`src/rtl/izh_neuron_scheduler.sv`:
```
`default_nettype none
// ============================================================================
// Module   : izh_neuron_scheduler
// Purpose  : Time-multiplexes N_NEURON Izhikevich neuron states (v, u in
//            signed 2.16 format) onto one shared update datapath. A tick
//            pulse starts one sweep. Each neuron is sent to the datapath with
//            a req/ack handshake and its result is written back. A spike
//            vector for the whole sweep is published with a done pulse.
// Revision : 1.0  initial release
// ----------------------------------------------------------------------------
// Parameters
//   N_NEURON : neurons per sweep (2, 4 or 8); IDX_W = log2(N_NEURON)
// Ports
//   clk, rst_n          : clock (rising edge), asynchronous active-low reset
//   ena                 : global enable; low freezes the block
//   tick                : 1-cycle pulse, starts a sweep
//   init                : synchronous reload of all neuron state, aborts sweep
//   dp_req/idx/v/u      : request to the datapath (held stable until ack)
//   dp_ack/v_new/u_new/
//   dp_spike            : datapath response, valid while dp_ack is high
//   busy                : high while a sweep is in progress
//   done                : 1-cycle pulse at end of sweep, spikes valid
//   spikes              : spike vector of the last completed sweep
//   overrun             : sticky, set by a tick that arrives while busy
//   mon_sel / mon_v     : registered v[17:10] of neuron mon_sel
//   mon_cnt             : (IZH_SCHED_SPIKE_CNT_EN only) saturating spike
//                         count of neuron mon_sel
// Build option
//   IZH_SCHED_SPIKE_CNT_EN : adds per-neuron 8-bit saturating spike counters
// ============================================================================
module izh_neuron_scheduler #(
    parameter int N_NEURON = 4
) (
    input  logic                          clk,
    input  logic                          rst_n,
    input  logic                          ena,
    input  logic                          tick,
    input  logic                          init,
    output logic                          dp_req,
    output logic [$clog2(N_NEURON)-1:0]   dp_idx,
    output logic [17:0]                   dp_v,
    output logic [17:0]                   dp_u,
    input  logic                          dp_ack,
    input  logic [17:0]                   dp_v_new,
    input  logic [17:0]                   dp_u_new,
    input  logic                          dp_spike,
    output logic                          busy,
    output logic                          done,
    output logic [N_NEURON-1:0]           spikes,
    output logic                          overrun,
    input  logic [$clog2(N_NEURON)-1:0]   mon_sel,
    output logic [7:0]                    mon_v
`ifdef IZH_SCHED_SPIKE_CNT_EN
    ,
    output logic [7:0]                    mon_cnt
`endif
);

    localparam int                IDX_W      = $clog2(N_NEURON);
    localparam logic [17:0]       c_V_INIT   = 18'h34CCD;
    localparam logic [17:0]       c_U_INIT   = 18'h3CCCD;
    localparam logic [7:0]        c_MON_INIT = c_V_INIT[17:10];
    localparam logic [IDX_W-1:0]  c_IDX_ONE  = IDX_W'(1);
    localparam logic [IDX_W-1:0]  c_IDX_LAST = IDX_W'(N_NEURON - 1);

    typedef enum logic [1:0] {
        S_IDLE = 2'd0,
        S_REQ  = 2'd1,
        S_WB   = 2'd2,
        S_DONE = 2'd3
    } state_t;

    state_t                r_state;
    state_t                w_state_nxt;

    logic [17:0]           r_v [N_NEURON];
    logic [17:0]           r_u [N_NEURON];
    logic [IDX_W-1:0]      r_idx;
    logic [IDX_W-1:0]      w_idx_inc;
    logic [N_NEURON-1:0]   r_acc;
    logic [N_NEURON-1:0]   r_spikes;
    logic                  r_overrun;
    logic                  r_done;
    logic [IDX_W-1:0]      r_dp_idx;
    logic [17:0]           r_dp_v;
    logic [17:0]           r_dp_u;
    logic [7:0]            r_mon_v;

    // Single-cycle strobes decoded by the FSM; init already masks them all.
    logic                  w_start;
    logic                  w_hs;
    logic                  w_advance;
    logic                  w_finish;

    assign w_idx_inc = r_idx + c_IDX_ONE;

    // ------------------------------------------------------------------------
    // FSM: state register
    // ------------------------------------------------------------------------
    always_ff @(posedge clk or negedge rst_n) begin
        if (!rst_n) begin
            r_state <= S_IDLE;
        end else begin
            r_state <= w_state_nxt;
        end
    end

    // ------------------------------------------------------------------------
    // FSM: next state and outputs
    // ------------------------------------------------------------------------
    always_comb begin
        w_state_nxt = r_state;
        w_start     = 1'b0;
        w_hs        = 1'b0;
        w_advance   = 1'b0;
        w_finish    = 1'b0;
        busy        = (r_state != S_IDLE);
        // Request is masked while frozen, so an ack during the gap is ignored.
        dp_req      = ena && (r_state == S_REQ);

        if (ena) begin
            case (r_state)
                S_IDLE: begin
                    if (tick) begin
                        w_state_nxt = S_REQ;
                        w_start     = 1'b1;
                    end
                end
                S_REQ: begin
                    if (dp_ack) begin
                        w_state_nxt = S_WB;
                        w_hs        = 1'b1;
                    end
                end
                S_WB: begin
                    if (r_idx == c_IDX_LAST) begin
                        w_state_nxt = S_DONE;
                    end else begin
                        w_state_nxt = S_REQ;
                        w_advance   = 1'b1;
                    end
                end
                S_DONE: begin
                    w_state_nxt = S_IDLE;
                    w_finish    = 1'b1;
                end
                default: begin
                    w_state_nxt = S_IDLE;
                end
            endcase
        end

        // init outranks both a fresh tick and an in-flight handshake.
        if (init) begin
            w_state_nxt = S_IDLE;
            w_start     = 1'b0;
            w_hs        = 1'b0;
            w_advance   = 1'b0;
            w_finish    = 1'b0;
        end
    end

    // ------------------------------------------------------------------------
    // Register file, sweep index, request registers and status
    // ------------------------------------------------------------------------
    always_ff @(posedge clk or negedge rst_n) begin
        if (!rst_n) begin
            for (int i = 0; i < N_NEURON; i++) begin
                r_v[i] <= c_V_INIT;
                r_u[i] <= c_U_INIT;
            end
            r_idx     <= '0;
            r_acc     <= '0;
            r_spikes  <= '0;
            r_overrun <= 1'b0;
            r_done    <= 1'b0;
            r_dp_idx  <= '0;
            r_dp_v    <= '0;
            r_dp_u    <= '0;
            r_mon_v   <= c_MON_INIT;
        end else if (init) begin
            for (int i = 0; i < N_NEURON; i++) begin
                r_v[i] <= c_V_INIT;
                r_u[i] <= c_U_INIT;
            end
            r_idx     <= '0;
            r_acc     <= '0;
            r_spikes  <= '0;
            r_overrun <= 1'b0;
            r_done    <= 1'b0;
            r_dp_idx  <= '0;
            r_dp_v    <= '0;
            r_dp_u    <= '0;
            r_mon_v   <= c_MON_INIT;
        end else begin
            r_done <= 1'b0;
            if (ena) begin
                if (tick && (r_state != S_IDLE)) begin
                    r_overrun <= 1'b1;
                end

                // The request registers are only loaded on entry to REQ,
                // which keeps idx/v/u stable until the handshake.
                if (w_start) begin
                    r_idx    <= '0;
                    r_acc    <= '0;
                    r_dp_idx <= '0;
                    r_dp_v   <= r_v[0];
                    r_dp_u   <= r_u[0];
                end

                if (w_hs) begin
                    r_v[r_idx] <= dp_v_new;
                    r_u[r_idx] <= dp_u_new;
                    if (dp_spike) begin
                        r_acc[r_idx] <= 1'b1;
                    end
                end

                // Neuron idx+1 has not been written this sweep, so reading
                // it in the WB cycle returns its pre-sweep state.
                if (w_advance) begin
                    r_idx    <= w_idx_inc;
                    r_dp_idx <= w_idx_inc;
                    r_dp_v   <= r_v[w_idx_inc];
                    r_dp_u   <= r_u[w_idx_inc];
                end

                if (w_finish) begin
                    r_done   <= 1'b1;
                    r_spikes <= r_acc;
                end

                r_mon_v <= r_v[mon_sel][17:10];
            end
        end
    end

    assign dp_idx  = r_dp_idx;
    assign dp_v    = r_dp_v;
    assign dp_u    = r_dp_u;
    assign done    = r_done;
    assign spikes  = r_spikes;
    assign overrun = r_overrun;
    assign mon_v   = r_mon_v;

    // ------------------------------------------------------------------------
    // Optional per-neuron saturating spike counters
    // ------------------------------------------------------------------------
`ifdef IZH_SCHED_SPIKE_CNT_EN
    logic [7:0] r_cnt [N_NEURON];

    always_ff @(posedge clk or negedge rst_n) begin
        if (!rst_n) begin
            for (int i = 0; i < N_NEURON; i++) begin
                r_cnt[i] <= '0;
            end
        end else if (init) begin
            for (int i = 0; i < N_NEURON; i++) begin
                r_cnt[i] <= '0;
            end
        end else if (w_hs && dp_spike && (r_cnt[r_idx] != 8'hFF)) begin
            r_cnt[r_idx] <= r_cnt[r_idx] + 8'd1;
        end
    end

    assign mon_cnt = r_cnt[mon_sel];
`else
    // Spike counters are not built in this configuration.
`endif

endmodule
`default_nettype wire

```
`config.mk`:
```
export PLATFORM = sky130hd
export DESIGN_NAME = izh_neuron_scheduler
export DESIGN_NICKNAME = d
export VERILOG_FILES = /design/src/rtl/izh_neuron_scheduler.sv
export SDC_FILE = /design/constraint.sdc
export NUM_CORES = 1
export LEC_CHECK = 0
export ABC_CLOCK_PERIOD_IN_PS = 3200
export CELL_PAD_IN_SITES_DETAIL_PLACEMENT = 1
export CELL_PAD_IN_SITES_GLOBAL_PLACEMENT = 1
export CORE_MARGIN = 2
export CORE_UTILIZATION = 45
export CTS_CLUSTER_DIAMETER = 120
export DETAILED_ROUTE_END_ITERATION = 16
export GPL_TIMING_DRIVEN = 0
export PLACE_DENSITY_LB_ADDON = 0.1
export SKIP_LAST_GASP = 1
export SYNTH_ARGS = -nofsm -noshare
export SYNTH_HDL_FRONTEND = slang
export SYNTH_SLANG_ARGS = --single-unit
export TNS_END_PERCENT = 20
```
`constraint.sdc`:
```
create_clock -name clk -period 3.2 [get_ports clk]
set_clock_uncertainty 0.15 [all_clocks]
set_input_delay 0.64 -clock clk [delete_from_list [all_inputs] [get_ports clk]]
set_output_delay 0.64 -clock clk [all_outputs]
set_load 0.005 [all_outputs]
```
=== After elaboration in Yosys (flattened, before gate mapping) ===
Cells that the tools add are included.

* Word-level logic and storage cells: 122
* Output and inout port bits: 54
* Flip-flop bits (word level): 202
* Bits of input ports: 45

* Magnitude comparators: 6
* Reductions and logical operators: 16
* Add/sub/neg operators: 1
* Multiplexer cells: 72
* Eq/ne operators: 6
* Bitwise operators: 4

{| class="wikitable"
|+ Operators by type and width
! kind !! number
|-
| 72-bit two-way mux || 6
|-
| 18-bit two-way mux || 15
|-
| 72-bit bitwise mux || 2
|-
| 18-bit binary-select mux with 2-bit select || 3
|-
| 4-bit two-way mux || 10
|-
| 18-bit demux with 2-bit select || 1
|-
| 1-bit two-way mux || 22
|-
| 2-bit two-way mux || 9
|-
| 8-bit two-way mux || 2
|-
| 2-bit nonzero test || 5
|-
| 3-bit greater-or-equal comparator (second input constant) || 3
|-
| 2-bit NOT with 3-bit output || 3
|-
| 2-bit case mux with 4 select lines || 1
|-
| 2-bit AND reduction || 4
|-
| 2-bit == test (second input constant) || 3
|-
| 3-bit != test (second input constant) || 2
|-
| 1-bit logical AND || 4
|-
| 4-bit OR || 1
|-
| 2-bit by 3-bit less-than comparator with 1-bit output (second input constant) || 1
|-
| 3-bit by 1-bit less-than comparator with 1-bit output (second input constant) || 1
|-
| 3-bit AND reduction || 1
|-
| 3-bit nonzero test || 1
|-
| 2-bit by 1-bit adder with 2-bit output (second input constant) || 1
|-
| 1-bit demux with 2-bit select || 1
|-
| other kinds (3) || 3
|}

=== Longest topological paths before layout ===
Gate-level depths: netlist of the first run.

* Depth after elaboration: 12
* Gate-level depth with buffers: 9
* Mapped depth without buffers: 5

=== Least setup slack after synthesis of the first run ===
No wires, ideal clock.

* Kind: flip-flop to flip-flop
* Start point: register, netlist name dp_idx[0]
* End point: register r_dp_v[12] (netlist: dp_v[12])
* Period minus slack after synthesis: 2656 ps
* Data required time: 2924 ps
* Stages on the path, launching flop included: 10
* Data arrival time: 2380 ps
* Setup slack: 544 ps
* Buffers on the path: 4
* Library setup time: 126 ps
* Cells stage by stage: dfrtp_1 buf_2 buf_2 inv_1 ha_1 buf_6 buf_8 mux4_2 nor2b_1 a221o_1

{| class="wikitable"
|+ RTL lines
! element !! line !! source
|-
| to (signal assigned) || 208 || <nowiki>r_dp_v <= r_v[0];</nowiki>
|-
| to (signal assigned) || 225 || <nowiki>r_dp_v <= r_v[w_idx_inc];</nowiki>
|-
| to (decl) || 85 || <nowiki>logic [17:0] r_dp_v;</nowiki>
|}

==> flow_summary_export.csv, run 1 <==
group,metric,value,unit
placed_design,gp_congestion,0.7868,
final_layout,area_growth_syn_to_layout,21.78,%
floorplanning,coreArea,21150,µm²
sta,finalCriticalPeriod,3.010,ns
logic_synthesis,yosys.area_share.adder,0.005140,
floorplanning,die_w,151.1,µm
logic_synthesis,synth.mux.area_fraction,0.1103,
sta,tightest_slew,0.8704,ns
power,p_leak,4.949,nW
setup_path,startpoint,"dp_idx[0]",
sta,setup_viol,0,
logic_synthesis,ys_async_sr_fraction,1.000,
setup_path,crit_type,"flip-flop to flip-flop",
setup_path,required,3.45,ns
clock_network,clkSlewWorstSetupHoldPaths,0.06,ns
setup_path,r2r_end,"dp_v[2]",
final_layout,drive_gt1_frac,0.2148,
logic_synthesis,synth_seq_cells,202,
global_routing,grt_overflow_total,0,
worst_hold_path,hp-class,"input port to asynchronous set/reset pin",
floorplanning,start_util,0.4603,
setup_path,r2r-start,"dp_idx[0]",
placed_design,pre_cts_slack,-0.2451,ns
logic_synthesis,syn-num-nets,947,
global_routing,antenna_found_initial,0,
logic_synthesis,ys_types,41,
global_routing,grt_max_degree,113,
setup_path,critPathMaxFanout,10,
detailed_routing,ant_nets,0,
clock_network,cts.sinks,202,
clock_network,cts_tree,"done",
sta,worst_slack,0.1904,ns
clock_network,cts_buffers,24,
detailed_routing,vias,7680,
detailed_routing,drt-total-wl,31.99,mm
clock_network,cts_max_level,1,
setup_path,worstPathArrival,3.26,ns
power,power.density,486.5,nW/µm²
setup_path,reg2reg_depth,9,
detailed_routing,drc,0,
detailed_routing,routed_via_density,5.849,
sta,holdWs,0.05564,ns
clock_network,hold_buffers,0,
run,drv_cap,0,
detailed_routing,wl_per_cell,24.36,µm
placed_design,dp_hpwl,20.49,mm
logic_synthesis,synthFlopType,"dfrtp_1",
sta,relSlewSlack,0.4197,
logic_synthesis,synth_xor_area_frac,0,
sta,final_hold_viol_count,0,
global_routing,track_usage,0.2898,
logic_synthesis,synth_simple_gate_area_frac,0.2221,
final_layout,diodes,0,
logic_synthesis,netlist_area,9737,µm²
sta,setup_tns,0,ns
clock_network,clockBufferDepth,3,
detailed_routing,first_iter_violations,502,
floorplanning,fp-row-count,53,
logic_synthesis,yosys_warnings,0,
logic_synthesis,synthCells,898,
setup_path,start_kind,"flip-flop",
sta,fin_crit_sh,0.9405,
status,status,"complete, no violations",
final_layout,finalNetCount,1069,
global_routing,grt_pass1_wl,49.44,mm
setup_path,end_kind,"flip-flop",
floorplanning,io_pins,99,
logic_synthesis,synth_edf_count,0,
floorplanning,dieArea,22830,µm²
floorplanning,die_h,151.1,µm
clock_network,cts-root-buf,"clkbuf_16",
logic_synthesis,synth_compound_area_frac,0.08378,
sta,rsz0062_at_grt,"false",
placed_design,port_buffers,96,
logic_synthesis,syn_area_per_cell,10.84,µm²
sta,slew_violations,0,
clock_network,worstSkewPairLatency,0.52,ns
setup_path,worstSetupEndpoint,"dp_v[2]",
logic_synthesis,synth_top_family_by_area,"simple AND/OR/NAND/NOR gates",
detailed_routing,dr.pass1.iters,5,
setup_path,ff2ff_setup_slack,0.19,ns
clock_network,cts_setup_buffers,0,
global_routing,grt_pass1_vias,8189,
sta,clock.fmax,332.3,MHz
power,ir_worst_vdd,347.6,µV
logic_synthesis,synth_seq_area_share,0.5306,
## placed cells by master (no fill, tap or decap), types with 3 or more instances in the layout
cell,instances
a211o_1,5
a21oi_1,62
a221o_1,34
a22o_1,3
and2_1,4
buf_1,3
buf_2,21
buf_4,14
buf_6,8
clkbuf_1,26
clkbuf_16,25
clkbuf_8,8
clkdlybuf4s50_1,95
dfrtp_1,112
dfstp_2,89
ha_1,4
inv_1,5
mux2i_1,6
mux4_1,6
mux4_2,38
nand2_1,295
nand2_2,4
nand2b_1,3
nand3b_1,84
nor2_1,11
nor2b_1,39
o21ai_0,7
## area by class of cell
cell class / count / area, µm²
inverter: 5 / 18.77
tap: 275 / 344.1
clock buffer: 43 / 773.2
timing repair buffer: 97 / 993.5
multi-input combinational: 621 / 4101
clock inverter: 1 / 7.507
fill: 2282 / 9296
sequential: 202 / 5167
buffer: 69 / 451.7
## metrics by stage
| stage | cell area [µm²] | utilization | instances | total power, mW |
|---|---|---|---|---|
| 4_1_cts | 11850 | 0.5604 | 1313 | 5.805 |
| 3_5_place_dp | 11070 | 0.5235 | 1270 | 3.113 |
| 5_1_grt | 11860 | 0.5605 | 1313 | 5.949 |
| 2_1_floorplan | 9737 | - | 898 | 2.829 |
| 3_3_place_gp | 11040 | 0.5220 | 1269 | 3.104 |
| 6_report | 11860 | 0.5605 | 1313 | 5.769 |
## metal layers
metal | track usage | routed length [µm] | vias to the layer above
li1 | - | - | 3352
met2 | 0.4734 | 15350 | 247
met3 | 0.04217 | 2006 | 48
met5 | 0 | 0 | -
met1 | 0.4086 | 13920 | 4033
met4 | 0.07617 | 710 | 0
## cell usage after synthesis (all sizes together) (6+ instances only)
master,number,area share
nor2b,40,0.026
nand3b,84,0.065
mux4,44,0.10
a21oi,63,0.034
nor2,12,0.0049
o21ai,7,0.0036
nand2,299,0.12
dfstp,89,0.24
mux2i,6,0.0062
buf,51,0.038
dfrtp,113,0.29
clkbuf,19,0.0080
a221o,34,0.035
## worst min path at each step
stage                   from        to  slack [ns]
global placement    r_acc[1]  r_acc[1]        0.31
global route           rst_n   dp_v[9]        0.12
detailed placement   r_v[18]   r_v[18]        0.32
CTS                    rst_n  dp_v[12]        0.08
floorplan              rst_n      done        0.19
finish                 rst_n  dp_v[12]        0.06
## where the power goes
part	leakage, nW	internal, mW	total [mW]	switching, mW
Clock	0.378	1.62	2.70	1.08
Sequential	2.50	2.61	2.65	0.0355
Combinational	2.07	0.186	0.425	0.239
Total	4.95	4.42	5.77	1.35
## what timing repair did
action | 4_1_cts | 5_1_grt
gates cloned | 0 | 0
endpoints found under the hold margin | 0 | 0
resized for setup | 1 | 2
setup endpoints to repair | 27 | 23
## flip-flops by register name, summed over array words and instances, names as in the netlist, 2 cells and up
| register | cells |
|---|---|
| r_u | 72 |
| r_v | 72 |
| dp_u | 18 |
| dp_v | 18 |
| mon_v | 8 |
| r_acc | 4 |
| spikes | 4 |
| dp_idx | 2 |
| r_state | 2 |
## cells by family (layout without fill, tap and decap cells)
kind of cell	count (synthesis)	in the layout
simple gates	449	449
flops	202	202
compound gates	118	118
buf+inv	75	215
mux	50	50
fa+ha+maj	4	4
## worst max-delay path: stages (launching register included)
cell and delay, ns:
dfrtp_2 0.46, clkbuf_4 0.27, buf_4 0.26, inv_1 0.11, ha_1 0.30, buf_6 0.19, buf_12 0.19, mux4_2 0.51
nor2b_1 0.15, a221o_1 0.28
No activity file was read; power rests on OpenSTA's default activity.
==> inputs of run 2 (changes only) <==
--- a/config.mk
+++ b/config.mk
@@ -13,7 +13,7 @@
 export CTS_CLUSTER_DIAMETER = 120
 export DETAILED_ROUTE_END_ITERATION = 16
 export GPL_TIMING_DRIVEN = 0
-export PLACE_DENSITY_LB_ADDON = 0.1
+export PLACE_DENSITY = 0.81
 export SKIP_LAST_GASP = 1
 export SYNTH_ARGS = -nofsm -noshare
 export SYNTH_HDL_FRONTEND = slang
==> run 2 against run 1 <==
  * Hold slack better by 0.28 ns
  * Cell area down 0.56%
  * Combinational power about the same
  * Clock power down 6%
  * Critical path depth unchanged
  * Die area unchanged
  * Highest routed layer unchanged
==> flow_summary_export.csv, run 2 (synthesis gave the netlist of run 1 again) <==
group,metric,value,unit
sta,final_hold_viol_count,0,
detailed_routing,dr.pass1.iters,5,
global_routing,track_usage,0.2876,
sta,relSlewSlack,0.5133,
clock_network,cts_tree,"done",
power,p_sw_frac,0.2445,
detailed_routing,ant_nets,0,
power,power.density,475.7,nW/µm²
power,clock_power_share,0.452,
global_routing,grt_max_degree,119,
sta,finalCriticalPeriod,3.118,ns
final_layout,final_cell_mix,"nand2_1 (295), dfrtp_1 (113), clkdlybuf4s50_1 (95)",
run,drv_cap,0,
floorplanning,die_h,151.1,µm
global_routing,grt_pass1_wl,48.98,mm
global_routing,grt_overflow_total,0,
detailed_routing,wl_per_cell,24.30,µm
floorplanning,dieArea,22830,µm²
clock_network,worstSkewPairLatency,0.53,ns
floorplanning,start_util,0.4603,
setup_path,required,3.45,ns
floorplanning,die_w,151.1,µm
final_layout,reg_top3,"r_u x72, r_v x72",
clock_network,cts.sinks,202,
placed_design,port_buffers,96,
clock_network,cts_setup_buffers,0,
floorplanning,fp-row-count,53,
floorplanning,io_pins,99,
global_routing,antenna_found_initial,0,
placed_design,dp_hpwl,20.52,mm
final_layout,area_growth_syn_to_layout,21.10,%
power,ir_worst_vdd,357.9,µV
setup_path,ff2ff_setup_slack,0.08,ns
sta,clock.fmax,320.8,MHz
power,seq_power_share,0.472,
sta,slew_violations,0,
sta,fin_crit_sh,0.9743,
setup_path,end_kind,"flip-flop",
clock_network,cts_max_level,1,
power,pwr-share-comb,0.076,
power,intPower,4.238,mW
floorplanning,coreArea,21150,µm²
setup_path,r2r-start,"dp_idx[0]",
setup_path,startpoint,"dp_idx[0]",
power,power.switching,1.371,mW
clock_network,cts-root-buf,"clkbuf_16",
sta,setup_tns,0,ns
placed_design,dp.cells,1270,
global_routing,grt_pass1_vias,8278,
setup_path,crit_type,"flip-flop to flip-flop",
final_layout,layout_commonest_cell,"nand2_1",
worst_hold_path,hp-class,"flip-flop to flip-flop",
final_layout,drive_gt1_frac,0.2102,
setup_path,worstSetupEndpoint,"dp_v[3]",
setup_path,r2r_end,"dp_v[3]",
setup_path,reg2reg_depth,9,
detailed_routing,routed_via_density,5.926,
status,status,"complete, no violations",
clock_network,clkSlewWorstSetupHoldPaths,0.06,ns
setup_path,start_kind,"flip-flop",
setup_path,worstPathArrival,3.37,ns
setup_path,critPathMaxFanout,10,
final_layout,finalNetCount,1069,
detailed_routing,drt-total-wl,31.89,mm
final_layout,final_cells,1312,
sta,setup_viol,0,
detailed_routing,first_iter_violations,555,
clock_network,clockBufferDepth,3,
sta,tightest_slew,0.7300,ns
detailed_routing,drc,0,
final_layout,diodes,0,
sta,rsz0062_at_grt,"false",
power,p_leak,4.921,nW
placed_design,gp_congestion,0.7995,
detailed_routing,vias,7775,
clock_network,cts_buffers,23,
run 2: worst min path at each step:
stage                     slack (ns)  startpoint       end  cells after the start
after floorplan                 0.19       rst_n      done                      0
after global placement          0.31    r_acc[3]  r_acc[3]                      2
after detailed placement        0.33     r_u[15]   r_u[15]                      2
after CTS                       0.34     r_u[15]   r_u[15]                      2
after global routing            0.36     r_u[17]   r_u[17]                      2
final                           0.34     r_u[15]   r_u[15]                      2
run 2: power groups by stage:
stage / clock network (mW) / logic (mW) / registers (mW)
after floorplan: 0 / 0.152 / 2.68
after global placement: 0 / 0.415 / 2.69
after detailed placement: 0 / 0.426 / 2.69
after CTS: 2.56 / 0.429 / 2.65
after global routing: 2.66 / 0.457 / 2.65
final: 2.54 / 0.426 / 2.65
run 2: per-layer routing:
metal  wire length, µm  vias up  GRT usage
li1                  -     3357          -
met1             13880     4105     0.3910
met2             15480      247     0.4789
met3              1564       66    0.03916
met4               967        0    0.09673
met5                 0        -          0
run 2: critical path, cell delays in order (launching register included):
cell	delay [ns]
dfrtp_1	0.53
clkbuf_4	0.30
buf_4	0.25
inv_1	0.11
ha_1	0.30
buf_6	0.20
buf_12	0.18
mux4_2	0.52
nor2b_1	0.15
a221o_1	0.28
run 2: timing repair:
action,CTS,global route
endpoints found under the hold margin,1,0
setup endpoints to repair,26,8
resized for setup,1,1
hold buffers,1,0
run 2: through the flow:
stage                 util  hold slack [ns]  cell area (µm²)  setup WS, ns  total power, mW
floorplan                -           0.1944             9737        0.5437            2.829
global placement    0.5220           0.3128            11040        -7.339            3.100
detailed placement  0.5235           0.3297            11070       -0.1886            3.114
CTS                 0.5573           0.3397            11790       0.05289            5.638
global route        0.5574           0.3602            11790       0.01084            5.768
finish              0.5574           0.3385            11790       0.08236            5.609
run 2: area by class of cell:
class	count	area, µm²
fill	2284	9363
sequential	202	5166
multi-input combinational	621	4101
timing repair buffer	98	1003
clock buffer	39	675.6
buffer	69	451.7
tap	275	344.1
clock inverter	3	30.03
inverter	5	18.77
